### src/rtl/e1_pkg.sv
// e1_pkg: shared types and helpers for the E1 arbiter slice.
//   E1            2-bit owner code: first=1, second=2, third=3
//   GRANT_NONE    code meaning "no owner"
//   arb_state_e   arbiter FSM states (IDLE, GRANT)
//   e1_onehot     E1 code -> request-vector bit mask
//   e1_next       cyclic successor (third wraps to first)
package e1_pkg;

    typedef logic [1:0] E1;

    localparam E1 GRANT_NONE = 2'd0;
    localparam E1 E1_FIRST   = 2'd1;
    localparam E1 E1_SECOND  = 2'd2;
    localparam E1 E1_THIRD   = 2'd3;

    typedef enum logic {
        IDLE  = 1'b0,
        GRANT = 1'b1
    } arb_state_e;

    function automatic logic [2:0] e1_onehot(input E1 c);
        case (c)
            E1_FIRST:  e1_onehot = 3'b001;
            E1_SECOND: e1_onehot = 3'b010;
            E1_THIRD:  e1_onehot = 3'b100;
            default:   e1_onehot = 3'b000;
        endcase
    endfunction

    // GRANT_NONE also maps to first so a scan from "nobody" starts at first.
    function automatic E1 e1_next(input E1 c);
        case (c)
            E1_FIRST:  e1_next = E1_SECOND;
            E1_SECOND: e1_next = E1_THIRD;
            default:   e1_next = E1_FIRST;
        endcase
    endfunction

endpackage

### src/rtl/e1_rr_pick.sv
// e1_rr_pick: combinational round-robin pick among three E1 requesters.
//   req[2:0]    request vector (bit0=first, bit1=second, bit2=third)
//   start       last owner; the scan begins at its successor
//   exclude_en  when set, the requester named by exclude is ignored
//   exclude     E1 code to drop from the scan
//   pick        winning E1 code (GRANT_NONE when nothing requests)
//   pick_valid  a winner exists
module e1_rr_pick
    import e1_pkg::*;
(
    input  logic [2:0] req,
    input  E1          start,
    input  logic       exclude_en,
    input  E1          exclude,
    output E1          pick,
    output logic       pick_valid
);

    logic [2:0] w_req;
    E1          w_scan;

    always_comb begin
        w_req      = req & ~(exclude_en ? e1_onehot(exclude) : 3'b000);
        w_scan     = start;
        pick       = GRANT_NONE;
        pick_valid = 1'b0;
        // Three steps cover every requester once, starting after 'start'.
        for (int i = 0; i < 3; i++) begin
            w_scan = e1_next(w_scan);
            if (!pick_valid && ((w_req & e1_onehot(w_scan)) != 3'b000)) begin
                pick       = w_scan;
                pick_valid = 1'b1;
            end
        end
    end

endmodule

### src/rtl/e1_arbiter.sv
// e1_arbiter: round-robin owner arbiter for one E1-coded resource shared by
// three requesters. Owner handover is back-to-back on release.
//   clk          rising-edge clock
//   rst_n        asynchronous active-low reset
//   req[2:0]     request vector (bit0=first, bit1=second, bit2=third)
//   done         owner releases the resource (ignored while idle)
//   grant        registered owner code, GRANT_NONE when idle
//   grant_valid  registered, high while a tenure is active
//   timeout      one-cycle pulse when a tenure was force-ended
// Optional feature: define E1_ARBITER_TIMEOUT_EN to bound tenure to
// TIMEOUT_CYCLES cycles; otherwise timeout is tied low and no counter exists.
module e1_arbiter
    import e1_pkg::*;
#(
    parameter int TIMEOUT_CYCLES = 16
) (
    input  logic       clk,
    input  logic       rst_n,
    input  logic [2:0] req,
    input  logic       done,
    output E1          grant,
    output logic       grant_valid,
    output logic       timeout
);

    if (TIMEOUT_CYCLES < 2 || TIMEOUT_CYCLES > 65535) begin : g_bad_timeout
        $error("e1_arbiter: TIMEOUT_CYCLES out of range 2..65535");
    end

    arb_state_e r_state, w_state_nxt;
    E1          r_last,  w_last_nxt;
    E1          r_grant, w_grant_nxt;
    logic       r_gv,    w_gv_nxt;

    E1          w_pick;
    logic       w_pick_valid;
    logic       w_own_req;
    logic       w_expire;
    logic       w_end;

    // In GRANT, r_last is the owner; excluding it makes pick_valid mean
    // "somebody else is waiting", which is exactly the handover condition.
    e1_rr_pick u_pick (
        .req        (req),
        .start      (r_last),
        .exclude_en (r_state == GRANT),
        .exclude    (r_last),
        .pick       (w_pick),
        .pick_valid (w_pick_valid)
    );

    assign w_own_req = (req & e1_onehot(r_last)) != 3'b000;
    // A dropped request is an implicit release.
    assign w_end     = done || !w_own_req || w_expire;

`ifdef E1_ARBITER_TIMEOUT_EN
    localparam int unsigned CW = $clog2(TIMEOUT_CYCLES);

    logic [CW-1:0] r_cnt;
    logic          r_to;
    logic          w_to_nxt;

    assign w_expire = (r_state == GRANT) && (r_cnt == CW'(TIMEOUT_CYCLES - 1));
    // Pulse only when the timer alone ended the tenure; a same-cycle done or
    // dropped request is an ordinary release.
    assign w_to_nxt = w_expire && !done && w_own_req;

    // Every tenure end (handover, re-win or idle) restarts the count, so the
    // expire compare fires before the counter could wrap.
    always_ff @(posedge clk or negedge rst_n) begin
        if (!rst_n) begin
            r_cnt <= '0;
            r_to  <= 1'b0;
        end else begin
            r_cnt <= (r_state == GRANT && !w_end) ? r_cnt + CW'(1) : '0;
            r_to  <= w_to_nxt;
        end
    end

    assign timeout = r_to;
`else
    assign w_expire = 1'b0;
    assign timeout  = 1'b0;
`endif

    always_comb begin
        w_state_nxt = r_state;
        w_last_nxt  = r_last;
        w_grant_nxt = r_grant;
        w_gv_nxt    = r_gv;
        case (r_state)
            IDLE: begin
                if (w_pick_valid) begin
                    w_state_nxt = GRANT;
                    w_last_nxt  = w_pick;
                    w_grant_nxt = w_pick;
                    w_gv_nxt    = 1'b1;
                end
            end
            GRANT: begin
                if (w_end) begin
                    if (w_pick_valid) begin
                        w_last_nxt  = w_pick;
                        w_grant_nxt = w_pick;
                    end else if (w_own_req && (done || w_expire)) begin
                        // Sole requester re-wins; outputs unchanged.
                        w_grant_nxt = r_last;
                    end else begin
                        w_state_nxt = IDLE;
                        w_grant_nxt = GRANT_NONE;
                        w_gv_nxt    = 1'b0;
                    end
                end
            end
            default: begin
                w_state_nxt = IDLE;
                w_grant_nxt = GRANT_NONE;
                w_gv_nxt    = 1'b0;
            end
        endcase
    end

    always_ff @(posedge clk or negedge rst_n) begin
        if (!rst_n) begin
            r_state <= IDLE;
            r_last  <= E1_THIRD;
            r_grant <= GRANT_NONE;
            r_gv    <= 1'b0;
        end else begin
            r_state <= w_state_nxt;
            r_last  <= w_last_nxt;
            r_grant <= w_grant_nxt;
            r_gv    <= w_gv_nxt;
        end
    end

    assign grant       = r_grant;
    assign grant_valid = r_gv;

endmodule

### config.mk
export PLATFORM = sky130hd
export DESIGN_NAME = e1_arbiter
export DESIGN_NICKNAME = d
export VERILOG_FILES = /design/src/rtl/e1_pkg.sv /design/src/rtl/e1_rr_pick.sv /design/src/rtl/e1_arbiter.sv
export SDC_FILE = /design/constraint.sdc
export NUM_CORES = 1
export LEC_CHECK = 0
export CAP_MARGIN = 20
export CORE_MARGIN = 1.5
export CORE_UTILIZATION = 47
export DETAILED_ROUTE_END_ITERATION = 8
export PLACE_DENSITY = 0.73
export SLEW_MARGIN = 20
export SYNTH_ARGS = -nofsm -noshare
export SYNTH_HDL_FRONTEND = slang
export SYNTH_SLANG_ARGS = --single-unit
### constraint.sdc
create_clock -name clk -period 2 [get_ports clk]
set_input_delay 0.2 -clock clk [delete_from_list [all_inputs] [get_ports clk]]
set_output_delay 0.2 -clock clk [all_outputs]
set_load 0.05 [all_outputs]
==> results of run 1 <==
==> flip-flops by register name (all words and copies together) (netlist names) <==
signal       count
r_last           2
r_state          1
grant_valid      1
grant            2
==> what timing repair did <==
item / in CTS / in global routing
pin swaps: 1 / 9
resized for setup: 5 / 12
setup endpoints to repair: 4 / 5
setup buffers: 3 / 3
==> worst paths after layout <==
path	end	start	cells past startpoint	slack (ps)
setup / recovery	grant[1]$_DFFE_PN0P_	r_last[0]$_DFFE_PN1P_	7	40
hold / removal	grant_valid$_DFFE_PN0P_	rst_n	1	180
setup reg to reg	grant[1]$_DFFE_PN0P_	r_last[0]$_DFFE_PN1P_	7	40
hold reg to reg	grant[1]$_DFFE_PN0P_	grant[1]$_DFFE_PN0P_	2	540
max in group asynchronous	r_last[1]$_DFFE_PN1P_	rst_n	1	1530
min in group clk	grant[1]$_DFFE_PN0P_	grant[1]$_DFFE_PN0P_	2	540
==> cells in the final DEF (no fill, tap or decap), types with 2 or more instances in the layout <==
| cell type | netlist | layout |
|---|---|---|
| a21oi_1 | 5 | 4 |
| a31o_1 | 2 | 2 |
| buf_4 | 2 | 20 |
| buf_6 | 0 | 2 |
| clkbuf_4 | 0 | 3 |
| clkdlybuf4s50_1 | 0 | 8 |
| dfrtp_1 | 4 | 4 |
| dfstp_2 | 2 | 2 |
| ha_4 | 0 | 2 |
| inv_1 | 5 | 5 |
| nand2_1 | 6 | 6 |
| nand3b_1 | 5 | 5 |
| nor2_1 | 3 | 2 |
| nor3_1 | 2 | 2 |
| or2_1 | 3 | 3 |
==> per-stage QoR <==
stage                     instances  util, %  worst slack, ps
final                           124     76.7             44.5
after global routing            124     76.7            -62.1
after CTS                       121     71.7             22.3
after detailed placement        114     65.7             -123
after global placement          114     65.7             -111
after floorplan                  81        -             35.7
==> power groups by stage <==
| stage | registers, W | clock network (W) | logic (W) |
|---|---|---|---|
| CTS | 0.000263 | 0.000128 | 0.00157 |
| floorplan | 0.000345 | 0 | 0.000877 |
| detailed placement | 0.000262 | 0 | 0.00143 |
| global route | 0.000273 | 0.000143 | 0.00186 |
| finish | 0.000265 | 0.000129 | 0.00176 |
| global placement | 0.000263 | 0 | 0.00140 |
==> cells by family (layout without fill, tap and decap cells) <==
group / Yosys count / after routing
AOI/OAI and AO/OA: 32 / 32
buffers and inverters: 11 / 39
adders and majority gates: 3 / 3
and+or+nand+nor: 28 / 28
DFF: 6 / 6
other: 1 / 1
==> layer usage <==
metal / track usage, % / routed length [um] / vias up
li1: - / - / 358
met1: 32.9 / 953 / 399
met2: 38.8 / 963 / 43
met3: 7.83 / 142 / 6
met4: 16.1 / 56 / 0
met5: 0 / 0 / -
==> layout make-up <==
cell class	instances	area share, %
multi-input combinational	64	54.7
inverter	5	1.81
timing repair buffer	30	24.4
sequential	6	14.7
clock buffer	4	2.54
tap	15	1.81
==> results.py, run 1 <==
metrics = {
    "timing": {
        "hold_viol": 0,
        "tightest_slew_ps": 504,
        "slew_violations": 0,
        "rsz0062_at_grt": "yes",
        "finalClockSkew_ps": 10.9,
        "holdWs_ps": 177,
        "relSlewSlack_pct": 66.3,
        "setup_violations": 0,
        "period_share_pct": 97.8,
        "fmax_mhz": 511,
        "finalCriticalPeriod_ps": 1960,
        "setup_tns_ps": 0,
    },
    "detailed_routing": {
        "ant_nets": 0,
        "drcViolationCount": 0,
        "avgRoutedWirePerCell_um": 17.1,
        "avgViaCountPerCell": 6.50,
        "vias": 806,
        "drt-initial-drc-count": 36,
        "firstDrtPassIters": 4,
        "routed_wl_um": 2120,
    },
    "grt": {
        "grt_max_degree": 13,
        "overflow": 0,
        "grt_pass1_wl_um": 3360,
        "grt_pass1_vias": 729,
        "antenna_found_initial": 0,
        "globalRouteTotalUtil_pct": 26.1,
    },
    "yosys": {
        "synth_most_common_cell": "nand2_1",
        "syn_avg_cell_area_um2": 8.68,
        "synthSimpleGateAreaFrac_pct": 24.0,
        "synth_edf_count": 0,
        "ys_types": 45,
        "synth_mux_area_share_pct": 0,
        "ys_warn_count": 0,
        "synthAdderAreaFrac_pct": 5.34,
        "ys_seq_area_share_pct": 21.7,
        "syn_nets": 90,
        "ys_seq_elements": 6,
        "synth-xor-area-share_pct": 0,
        "syn_area_um2": 703,
        "synth_top_family_by_area": "compound AO/OA/AOI/OAI gates",
        "synth.area.top_cells": "dfrtp_1 (14%), dfstp_2 (7.5%), ha_1 (5.3%)",
        "yosysTopAreaCell": "dfrtp_1",
        "yosys-top-cells-count": "nand2_1 (6), a21oi_1 (5), inv_1 (5), nand3b_1 (5)",
        "synth_cells": 81,
        "ys_async_sr_fraction_pct": 100,
        "synth_top_area_share_pct": 14.2,
        "synth-main-ff-cell": "dfrtp_1",
        "synth_compound_area_share_pct": 40.7,
    },
    "placed_design": {
        "numPortBuffers": 8,
        "place_hpwl_um": 1390,
        "place_congestion": 0.877,
        "dpl_cell_area_um2": 887,
    },
    "finish": {
        "fillers": 93,
        "n_antenna_cell": 0,
        "final_area_mm2": 0.00104,
        "layout-drive-gt1-share_pct": 42.2,
        "syn2layout_area_growth_pct": 47.3,
        "layout.nets": 119,
        "multiInputGateArea_um2": 567,
        "regArea_um2": 153,
    },
    "worst_setup_path": {
        "cp_cell_sequence": "inv_1, ha_4, a222oi_1, nand2b_4, nor2_2, a31o_1, o22ai_1",
        "start_kind": "flop",
        "crit_required_ps": 2190,
        "arrival_ps": 2140,
        "cp_num_buf_inv": 1,
        "path_max_fanout": 6,
        "cp_top_family": "compound AO/OA/AOI/OAI gates",
        "slowest_stage": "dfstp_2",
        "cpPeakStageDelay_ps": 560,
        "path_class": "flop to flop",
        "end_kind": "flop",
    },
    "pwr": {
        "cellInternalPower_w": 0.00114,
        "p_total_w": 0.00215,
        "seqPwrFrac_pct": 12.3,
        "p_leak_nw": 0.424,
        "ir_worst_vdd_uv": 1330,
        "p_sw_w": 0.00101,
        "clkPwrFrac_pct": 6.0,
        "power.density_mw_per_mm2": 2080,
        "p_sw_share_pct": 47.0,
        "p_comb_share_pct": 81.7,
    },
    "flow_run": {
        "drv_cap": 0,
    },
    "floorplanning": {
        "die_w_um": 41.7,
        "initial_core_util_pct": 52.1,
        "core_mm2": 0.00135,
        "dieArea_mm2": 0.00174,
        "io_pins": 10,
        "row_count": 13,
        "die_h_um": 41.7,
    },
    "clock_tree": {
        "hold_buffers": 0,
        "cts_tree": "done",
        "cts_htree_levels": 1,
        "cts-root-buf": "clkbuf_4",
        "insertion_delay_ps": 260,
        "cts_sinks": 6,
        "cts_buffers": 3,
        "clkSlewWorstSetupHoldPaths_ps": 50,
        "cts_buffer_depth": 2,
    },
    "hold_path": {
        "hold_class": "input pin to async pin",
    },
    "status": {
        "status": "finished clean",
    },
}
Note: power is estimated with default switching activity, not from simulation.
==> run 2: changes to the inputs <==
CTS_CLUSTER_SIZE = 28   (was default)
==> results of run 2 <==
Final layout, timing and power as in run 1 (identical DEF).
==> edit: new RTL, settings of run 2 <==
The option `E1_ARBITER_TIMEOUT_EN` is turned on by a define.
--- a/src/rtl/e1_arbiter.sv
+++ b/src/rtl/e1_arbiter.sv
@@ -9,6 +9,8 @@
 //   timeout      one-cycle pulse when a tenure was force-ended
 // Optional feature: define E1_ARBITER_TIMEOUT_EN to bound tenure to
 // TIMEOUT_CYCLES cycles; otherwise timeout is tied low and no counter exists.
+`define E1_ARBITER_TIMEOUT_EN
+
 module e1_arbiter
     import e1_pkg::*;
 #(
Formal check against the unedited RTL: no difference found for any inputs over 10 cycles, from zero or initial values and one cycle with rst_n low; that may be too few to reach the edited logic, so the function may still have changed.
==> edit against run 2 <==
The flow now finishes with violations (setup timing); core utilization shrank 8.8 points; cell area shrank 13%; sequential share of layout area grew 16 points; routed wire length shrank 28%; worst setup slack lost 74 ps; total power shrank 30%; sequential power grew 43%; area after synthesis shrank 1.2%; sequential cell count grew 5; critical endpoint unchanged.
==> edit: results (changes against run 2) <==
| Metric | Value |
|---|---|
| Outcome | `finished with violations` |
| Failing checks | `setup timing` |
| WHS | `254 ps (+76.4 ps)` |
| Syn nets | `78 (-13%)` |
| Fillcell total | `111 (+19%)` |
| Routed wire length | `1.52 mm (-28%)` |
| Layout cells sized above 1 | `0.345 (-0.0772)` |
| Post-DP HPWL | `1.06 mm (-24%)` |
| DR pass1 iterations | `4 (unchanged)` |
| Port bufs | `9 (+1)` |
| CP top delay family | `flip-flops` |
| WL per Instance | `14.9 µm (-13%)` |
| Vias in the first global route | `575 (-21%)` |
| Critical-path maximum fanout | `5 (-1)` |
| Total track usage | `0.192 (-0.0695)` |
| Largest net degree at the start of global routing | `12 (-1)` |
| Setup ws final | `-29.3 ps (-73.8 ps)` |
| Post-synth cell types | `32 (-29%)` |
| Sequential share of the synthesized area | `0.400 (+0.183)` |
| Count of nets after finishing | `98 (-18%)` |
| Top area cells in the synthesized netlist | `dfrtp_1 32%, dfstp_2 7.6%, ha_1 7.2%, inv_1 3.8%, nor2_1 3.8%` |
| Static leakage | `0.407 nW (-4.0%)` |
| Vias post-DR | `585 (-27%)` |
| Final setup fails | `1 (+1)` |
| First-pass GRT wire length | `2.55 mm (-24%)` |
| Crit path DAT | `2180 ps (+40 ps)` |
| DRC marker count from the first detailed-route iteration | `10 (-72%)` |
| Worst slew pin tran | `507 ps (+3.27 ps)` |
| RePlAce Congestion | `0.939 (+7.0%)` |
| Mapped Cells | `68 (-16%)` |
| Synth cell count leaders | `9 x dfrtp_1, 7 x inv_1, 7 x nor2_1` |
| Inst Count DP | `93 (-18%)` |
| Worst IR drop on VDD | `1110 µV (-16%)` |
[edit: changes by cell type after synthesis, sizes merged, moves of 3 or more]
| cell | delta |
|---|---|
| nand3b | -5 |
| nor2 | +3 |
| buf | -4 |
| dfrtp | +5 |
| nand2 | -4 |
| a21oi | -3 |
[edit: cells by family after synthesis]
logic type	share of synthesized area
XOR/XNOR	0.0252
AO/OA/AOI/OAI	0.241
buffers and inverters	0.0703
flip-flops	0.400
adder cells (fa/ha/maj)	0.0721
multiplexers	0.0504
AND/OR/NAND/NOR	0.141
[edit: metrics by stage]
step                      area (µm²)   util  power (mW)  worst slack (ps)
after floorplan                  697      -        1.01             0.620
after global placement           806  0.604        1.19              45.6
after detailed placement         806  0.604        1.20              1.03
after CTS                        840  0.629        1.37             -5.20
after global routing             906  0.679        1.63             -73.1
final                            906  0.679        1.52             -29.3
[edit: timing repair]
action / CTS / global route
resized for setup: 1 / 9
buffers inserted: 1 / 4
pin swaps: 1 / 4
setup endpoints to repair: 2 / 4
[edit: layer usage]
| metal | share of wire | vias up | GRT usage |
|---|---|---|---|
| met2 | 0.44 | 15 | 0.291 |
| met4 | 0.020 | 0 | 0.0774 |
| met5 | 0 | - | 0 |
| met1 | 0.48 | 279 | 0.265 |
| met3 | 0.051 | 4 | 0.0435 |
| li1 | - | 287 | - |
[edit: area by class of cell]
| cell class | instances | area (µm²) | area share |
|---|---|---|---|
| multi-input combinational | 48 | 407 | 0.449 |
| sequential | 11 | 278 | 0.307 |
| timing repair buffer | 17 | 150 | 0.166 |
| clock buffer | 4 | 26.3 | 0.0290 |
| inverter | 7 | 26.3 | 0.0290 |
| tap | 15 | 18.8 | 0.0207 |
[edit: where the power goes]
group	internal (mW)	switching, mW
combinational	0.499	0.495
clock	0.0772	0.0690
sequential	0.307	0.0714
